===== src/rtl/lift_request_sequencer.sv =====
// rtl/lift_request_sequencer.sv - single-reader lift sequencer: pops floor requests, travels floor by floor, dwells with door open.
module lift_request_sequencer #(
  parameter int NUM_FLOORS    = 16,
  parameter int TRAVEL_CYCLES = 8,
  parameter int DOOR_CYCLES   = 16
) (
  input  logic       i_clock,
  input  logic       i_rst_n,
  input  logic       i_fifo_empty,
  input  logic [3:0] i_rd_data,
  input  logic       i_door_hold,
  input  logic       i_stop,
  output logic       o_rd_en,
  output logic [3:0] o_current_floor,
  output logic [3:0] o_target_floor,
  output logic       o_move_up,
  output logic       o_move_down,
  output logic       o_door_open,
  output logic       o_busy,
  output logic       o_req_err
);

  localparam int TW = (TRAVEL_CYCLES > 1) ? $clog2(TRAVEL_CYCLES) : 1;
  localparam int DW = (DOOR_CYCLES > 1) ? $clog2(DOOR_CYCLES) : 1;
  localparam logic [TW-1:0] TRAVEL_LAST = TW'(TRAVEL_CYCLES - 1);
  localparam logic [DW-1:0] DOOR_LAST   = DW'(DOOR_CYCLES - 1);
  localparam logic [4:0]    NF          = 5'(NUM_FLOORS);

  typedef enum logic [2:0] {
    S_IDLE,
    S_FETCH,
    S_LATCH,
    S_MOVE_UP,
    S_MOVE_DOWN,
    S_DOOR
  } state_t;

  state_t        state_q, state_d;
  logic [TW-1:0] travel_q, travel_d;
  logic [DW-1:0] door_cnt_q, door_cnt_d;
  logic [3:0]    floor_q, floor_d;
  logic [3:0]    target_q, target_d;
  logic          rd_en_q, rd_en_d;
  logic          req_err_q, req_err_d;
  logic          move_up_q, move_up_d;
  logic          move_down_q, move_down_d;
  logic          door_open_q, door_open_d;
  logic          busy_q, busy_d;

  logic [3:0]    floor_up;
  logic [3:0]    floor_dn;
  logic          req_valid;

  assign floor_up  = floor_q + 4'd1;
  assign floor_dn  = floor_q - 4'd1;
  assign req_valid = ({1'b0, i_rd_data} < NF);

  always_comb begin
    state_d    = state_q;
    travel_d   = travel_q;
    door_cnt_d = door_cnt_q;
    floor_d    = floor_q;
    target_d   = target_q;
    rd_en_d    = 1'b0;
    req_err_d  = 1'b0;

    case (state_q)
      S_IDLE: begin
        if (!i_fifo_empty && !i_stop) begin
          state_d = S_FETCH;
          rd_en_d = 1'b1;
        end
      end

      // The read strobe is already committed, so the fetch/latch pair ignores i_stop.
      S_FETCH: state_d = S_LATCH;

      S_LATCH: begin
        if (!req_valid) begin
          req_err_d = 1'b1;
          state_d   = S_IDLE;
        end else begin
          target_d = i_rd_data;
          if (i_rd_data > floor_q) begin
            state_d = S_MOVE_UP;
          end else if (i_rd_data < floor_q) begin
            state_d = S_MOVE_DOWN;
          end else begin
            state_d = S_DOOR;
          end
        end
      end

      S_MOVE_UP: begin
        if (!i_stop) begin
          if (travel_q == TRAVEL_LAST) begin
            travel_d = '0;
            floor_d  = floor_up;
            if (floor_up == target_q) begin
              state_d = S_DOOR;
            end
          end else begin
            travel_d = travel_q + 1'b1;
          end
        end
      end

      S_MOVE_DOWN: begin
        if (!i_stop) begin
          if (travel_q == TRAVEL_LAST) begin
            travel_d = '0;
            floor_d  = floor_dn;
            if (floor_dn == target_q) begin
              state_d = S_DOOR;
            end
          end else begin
            travel_d = travel_q + 1'b1;
          end
        end
      end

      // Stop takes priority over door hold: the dwell counter freezes instead of clearing.
      S_DOOR: begin
        if (!i_stop) begin
          if (i_door_hold) begin
            door_cnt_d = '0;
          end else if (door_cnt_q == DOOR_LAST) begin
            door_cnt_d = '0;
            state_d    = S_IDLE;
          end else begin
            door_cnt_d = door_cnt_q + 1'b1;
          end
        end
      end

      default: state_d = S_IDLE;
    endcase

    move_up_d   = (state_d == S_MOVE_UP) && !i_stop;
    move_down_d = (state_d == S_MOVE_DOWN) && !i_stop;
    door_open_d = (state_d == S_DOOR);
    busy_d      = (state_d != S_IDLE);
  end

  always_ff @(posedge i_clock or negedge i_rst_n) begin
    if (!i_rst_n) begin
      state_q     <= S_IDLE;
      travel_q    <= '0;
      door_cnt_q  <= '0;
      floor_q     <= '0;
      target_q    <= '0;
      rd_en_q     <= 1'b0;
      req_err_q   <= 1'b0;
      move_up_q   <= 1'b0;
      move_down_q <= 1'b0;
      door_open_q <= 1'b0;
      busy_q      <= 1'b0;
    end else begin
      state_q     <= state_d;
      travel_q    <= travel_d;
      door_cnt_q  <= door_cnt_d;
      floor_q     <= floor_d;
      target_q    <= target_d;
      rd_en_q     <= rd_en_d;
      req_err_q   <= req_err_d;
      move_up_q   <= move_up_d;
      move_down_q <= move_down_d;
      door_open_q <= door_open_d;
      busy_q      <= busy_d;
    end
  end

  assign o_rd_en         = rd_en_q;
  assign o_current_floor = floor_q;
  assign o_target_floor  = target_q;
  assign o_move_up       = move_up_q;
  assign o_move_down     = move_down_q;
  assign o_door_open     = door_open_q;
  assign o_busy          = busy_q;
  assign o_req_err       = req_err_q;

endmodule


===== config.mk =====
export PLATFORM = sky130hd
export DESIGN_NAME = lift_request_sequencer
export DESIGN_NICKNAME = d
export VERILOG_FILES = /design/src/rtl/lift_request_sequencer.sv
export SDC_FILE = /design/constraint.sdc
export NUM_CORES = 1
export LEC_CHECK = 0
export CORE_MARGIN = 3
export CORE_UTILIZATION = 55
export DETAILED_ROUTE_END_ITERATION = 12
export PLACE_DENSITY_LB_ADDON = 0.3
export SETUP_SLACK_MARGIN = 0.02
export SYNTH_ARGS = -nofsm -noshare
export SYNTH_HDL_FRONTEND = slang
export SYNTH_SLANG_ARGS = --single-unit

===== constraint.sdc =====
create_clock -name i_clock -period 5.4 [get_ports i_clock]
set_input_delay 0.54 -clock i_clock [delete_from_list [all_inputs] [get_ports i_clock]]
set_output_delay 0.54 -clock i_clock [all_outputs]
set_load 0.03 [all_outputs]

Yosys cells after proc, flatten, opt, wreduce, memory -nomap -nowiden
Cells that the tools add are included.
{ "classes": {"add_sub_neg": 4, "magnitude_cmp": 2, "eq_ne": 16, "n_mux": 23, "n_bitwise": 1, "n_reduce_logical": 12} }
{ "ops": {"columns": ["op", "n"], "rows": [
  ["$mux W3", 12],
  ["$mux W4", 6],
  ["$pmux W3 S6", 1],
  ["$eq A3 B3 Y1 const B", 5],
  ["$eq A3 B2 Y1 const B", 3],
  ["$add A4 B1 Y4 const B", 2],
  ["$eq A4 B4 Y1", 2],
  ["$ne A2 B2 Y1 const B", 4],
  ["$pmux W4 S2", 1],
  ["$reduce_and A5 Y1", 1],
  ["$eq A4 B4 Y1 const B", 1],
  ["$gt A4 B4 Y1", 1],
  ["$lt A4 B4 Y1", 1],
  ["$reduce_and A2 Y1", 2],
  ["$sub A4 B1 Y4 const B", 1],
  ["$add A3 B1 Y3 const B", 1],
  ["$eq A3 B1 Y1 const B", 1],
  ["$logic_and A1 B1 Y1", 3],
  ["$logic_not A3 Y1", 1],
  ["$mux W1", 3],
  ["$reduce_bool A3 Y1", 1],
  ["$logic_not A1 Y1", 2],
  ["$reduce_bool A2 Y1", 1],
  ["$reduce_or A2 Y1", 1],
  ["$not A1 Y1", 1]
]} }
{ "word_totals": {"reg_bits": 23, "in_bits": 9, "out_inout_bits": 14, "wordCells": 68} }

Logic depth before layout (Yosys ltp)
{ "depth": {"word_depth": 8, "ltp_mapped": 7, "ltp_nobuf": 7} }

Worst setup path after synthesis
Ideal clock, no wire load.
{ "synth_timing": {"path_type": "register to register", "from": "reg floor_q[2], in the netlist o_current_floor[2]", "to": "reg busy_q, in the netlist o_busy", "setup_ns": 0.131, "t_arrival_ns": 2.075, "t_required_ns": 5.269, "setup_slack_ns": 3.193, "path_stages_with_launch": 8, "path_buffers": 0, "period_less_slack_ns": 2.207, "path_cell_list": "dfrtp_1 > inv_1 > ha_1 > and4b_1 > a211oi_1 > o21a_1 > nor3_1 > or3_1"} }
{ "synth_via": {"elab_chain_cells": 7, "elab_cells_between_ends": 16, "classes_between": "add/sub: 2; order compare: 2; eq/ne: 2; mux: 9; reduce/logical: 1"} }
{ "synth_lines": {"columns": ["item", "line", "source"], "rows": [
  ["start, declared", "41", "logic [3:0] floor_q, floor_d;"],
  ["start signal, assigned", "162", "floor_q <= floor_d;"],
  ["$sub A4 B1 Y4 or $add A4 B1 Y4 (tied branches)", "55, 54", null],
  ["$eq A4 B4 Y1, on equally long branches", "113, 99", null],
  ["$mux W3, on equally long branches", "113, 99", null],
  ["$mux W3, on equally long branches", "110, 96", null],
  ["$mux W3, on equally long branches", "109, 95", null],
  ["$pmux W3 S6 (*)", "67", "case (state_q)"],
  ["named net state_d[1]", "38", "state_t state_q, state_d;"],
  ["$reduce_bool A3 Y1 (*)", "142", "busy_d = (state_d != S_IDLE);"],
  ["named net busy_d", "48", "logic busy_q, busy_d;"],
  ["end signal, assigned", "169", "busy_q <= busy_d;"],
  ["end, declared", "48", null]
]} }
Mark *: on every way through the listed nets, which the timed path passes. The rest lies on a longest branch.
A chain may end at the register's enable or synchronous reset.

Final worst setup path
{ "layout_timing": {"from": "in i_rd_data[2]", "to": "reg busy_q, in the netlist o_busy"} }
{ "layout_via": {"elab_cells_between_ends": 6, "classes_between": "order compare: 2; mux: 3; reduce/logical: 1"} }
{ "layout_rtl": {"columns": ["item", "line", "source"], "rows": [
  ["start, declared", "10", "input logic [3:0] i_rd_data,"],
  ["$gt A4 B4 Y1", "84", "if (i_rd_data > floor_q) begin"],
  ["$mux W3", "84", null],
  ["$pmux W3 S6", "67", null],
  ["named net state_d[1]", "38", null],
  ["$reduce_bool A3 Y1", "142", null],
  ["named net busy_d", "48", null]
]} }
The timed path passes the listed nets, and every way through them passes these cells.

==> results.cfg <==
[status]
status = finished, final reports clean

[sta]
fin_tns_setup_ns = 0
period_share = 0.459
worst_pin_slew_ns = 1.04
report.final.slew_viol_count = 0
finalClockSkew_ns = 0.0148
setup_viol = 0
hold_viol = 0
final.setup.worst_slack_ns = 2.92
finalCriticalPeriod_ns = 2.48
rsz0062_at_grt = no
maxSlewHeadroom = 0.307
fmax_mhz = 404
whs_ns = 0.526

[power_and_ir_drop]
power.share.combinational = 0.551
leakagePower_nw = 0.687
swShare = 0.432
power_frac_seq = 0.356
total_power_w = 0.000868
p_clk_frac = 0.092
power_density_nw_per_um2 = 550
p_int_w = 0.000493
p_sw_w = 0.000375
peakVddDrop_uv = 417

[drt]
viasPerCell = 5.99
drtIter0Drc = 22
drc_errors = 0
dr.pass1.iters = 5
num_vias = 1055
wl_per_cell_um = 15.5
ant_nets = 0
wl_um = 2730

[synth]
yosysWarnings = 0
netlist_area_um2 = 1320
avgSynthCellArea_um2 = 10.5
synth_seq_cells = 23
synth_edf_count = 0
synth.distinct_cells = 42
synthTopCellsByCount = dfrtp_1, ha_1, nand2_1
ys_seq_area_frac = 0.435
yosysTopAreaCellShare = 0.435
yosys-top-cells-area = dfrtp_1, ha_1, mux2_2
synth_nets = 144
synth_top_cell_by_area = dfrtp_1
synth_cells = 126
synth_ff_type = dfrtp_1
ys_async_sr_fraction = 1.00
synth_most_common_cell = dfrtp_1

[critical_path]
timing.rr.start = o_current_floor[2]
cp.arrival_ns = 2.68
crit_type = in -> reg
worstSetupStartpointType = input port
r2r_end = o_busy
crit_path_max_fanout = 3
cp-end-kind = flop
required_ns = 5.61
reg2reg_depth = 7
reg2reg_setup_slack_ns = 3.00

[die]
ios = 23
fp.dieW_um = 55.0
rows = 17
dieHeight_um = 55.0
initial_core_util = 0.587
dieArea_um2 = 3030
core_um2 = 2250

[clock_network]
clk_latency_ns = 0.31
htreeDepth = 1
cts_buffer_depth = 2
clkTransAtPathRegs_ns = 0.13
post-cts-setup-buffers = 0
hold_buffers = 0
cts_tree = done
cts_resized = 0
cts_root_buffer = clkbuf_4
cts_sinks = 23
cts_buffers = 3

[grt]
track_usage = 0.206
grt-ovfl-total = 0
grt_max_degree = 24
grt_pass1_wl_um = 4440
first_global_vias = 1055
antenna_found_initial = 0

[min_path]
hold_depth = 1
worstHoldStart = door_cnt_q[3]
min_path_type = reg -> reg
whs_endpoint = door_cnt_q[3]

[flow_run]
drv_cap = 0

[placement]
place_ws_ns = 2.62
hpwl_um = 2080
portBuffers = 21
gp_congestion = 0.858

[cells_and_area]
layout-drive-gt1-share = 0.115
num-fill-cells = 197
diodes = 0
nets = 167
area_growth_syn_to_layout_pct = 19.3
state kept, by name, indices dropped and copies added, names as in the netlist:
name	cells
o_move_down	1
o_door_open	1
o_current_floor	4
o_busy	1
o_move_up	1
o_rd_en	1
door_cnt_q	4
o_target_floor	4
state_q	3
travel_q	3
area by class of cell:
class / count / area (µm²) / share of cell area
Clock buffer: 4 / 26.3 / 0.0167
Inverter: 6 / 22.5 / 0.0143
Multi-Input combinational cell: 94 / 708 / 0.449
Sequential cell: 23 / 576 / 0.365
Tap cell: 28 / 35.0 / 0.0222
Timing Repair Buffer: 21 / 210 / 0.133
power groups by stage:
stage | sequential [W] | combinational (W) | clock (W)
finish | 0.000309 | 0.000479 | 0.0000800
global route | 0.000323 | 0.000526 | 0.0000865
CTS | 0.000310 | 0.000482 | 0.0000810
detailed placement | 0.000313 | 0.000480 | 0
global placement | 0.000308 | 0.000461 | 0
floorplan | 0.000363 | 0.000279 | 0
critical path, stage by stage:
cell	delay, ns
clkdlybuf4s50_1	0.44
ha_1	0.35
and4b_1	0.22
a211oi_1	0.46
o21a_1	0.24
nor3_1	0.07
or3_1	0.36
per-stage QoR:
step | cell area [µm²] | instances | utilization
after floorplan | 1320 | 126 | -
after global placement | 1550 | 172 | 0.688
after detailed placement | 1550 | 172 | 0.688
after CTS | 1580 | 176 | 0.700
after global routing | 1580 | 176 | 0.700
final | 1580 | 176 | 0.700
routing by layer:
metal / up-vias / GRT usage / wire (µm)
li1: 495 / - / -
met2: 42 / 0.348 / 1380
met5: - / 0 / 0
met4: 0 / 0.0972 / 25
met3: 4 / 0.0429 / 138
met1: 514 / 0.250 / 1190
logic make-up after synthesis:
logic type / Yosys count / synth area share
AND/OR/NAND/NOR: 43 / 0.187
flip-flops: 23 / 0.435
XOR/XNOR: 12 / 0.0908
AO/OA/AOI/OAI: 22 / 0.110
adder cells (fa/ha/maj): 9 / 0.0851
buffers and inverters: 9 / 0.0293
other: 1 / 0.00284
multiplexers: 7 / 0.0596
worst max-delay path by stage:
| stage | from | endpoint | slack (ns) |
|---|---|---|---|
| 2_1_floorplan | o_current_floor[2] | o_busy | 3.19 |
| 3_3_place_gp | i_rd_data[2] | o_busy | 2.78 |
| 3_5_place_dp | i_rd_data[2] | o_busy | 2.62 |
| 4_1_cts | i_rd_data[2] | o_busy | 2.94 |
| 5_1_grt | i_rd_data[2] | o_busy | 2.84 |
| 6_report | i_rd_data[2] | o_busy | 2.92 |
cell usage in the layout, fill, tap and decap left out, drive strengths merged, types with 2 or more instances in the layout:
master	instances
dfrtp	23
clkdlybuf4s50	21
ha	9
nand2	9
xnor2	9
nor2	7
mux2	7
inv	6
o21ai	6
a21oi	6
nor4	4
clkbuf	4
xor2	3
nand3b	3
nor3	3
nand2b	2
a21o	2
nand3	2
nand4	2
nor3b	2
or3b	2
Note: power is estimated with default switching activity, not from simulation.
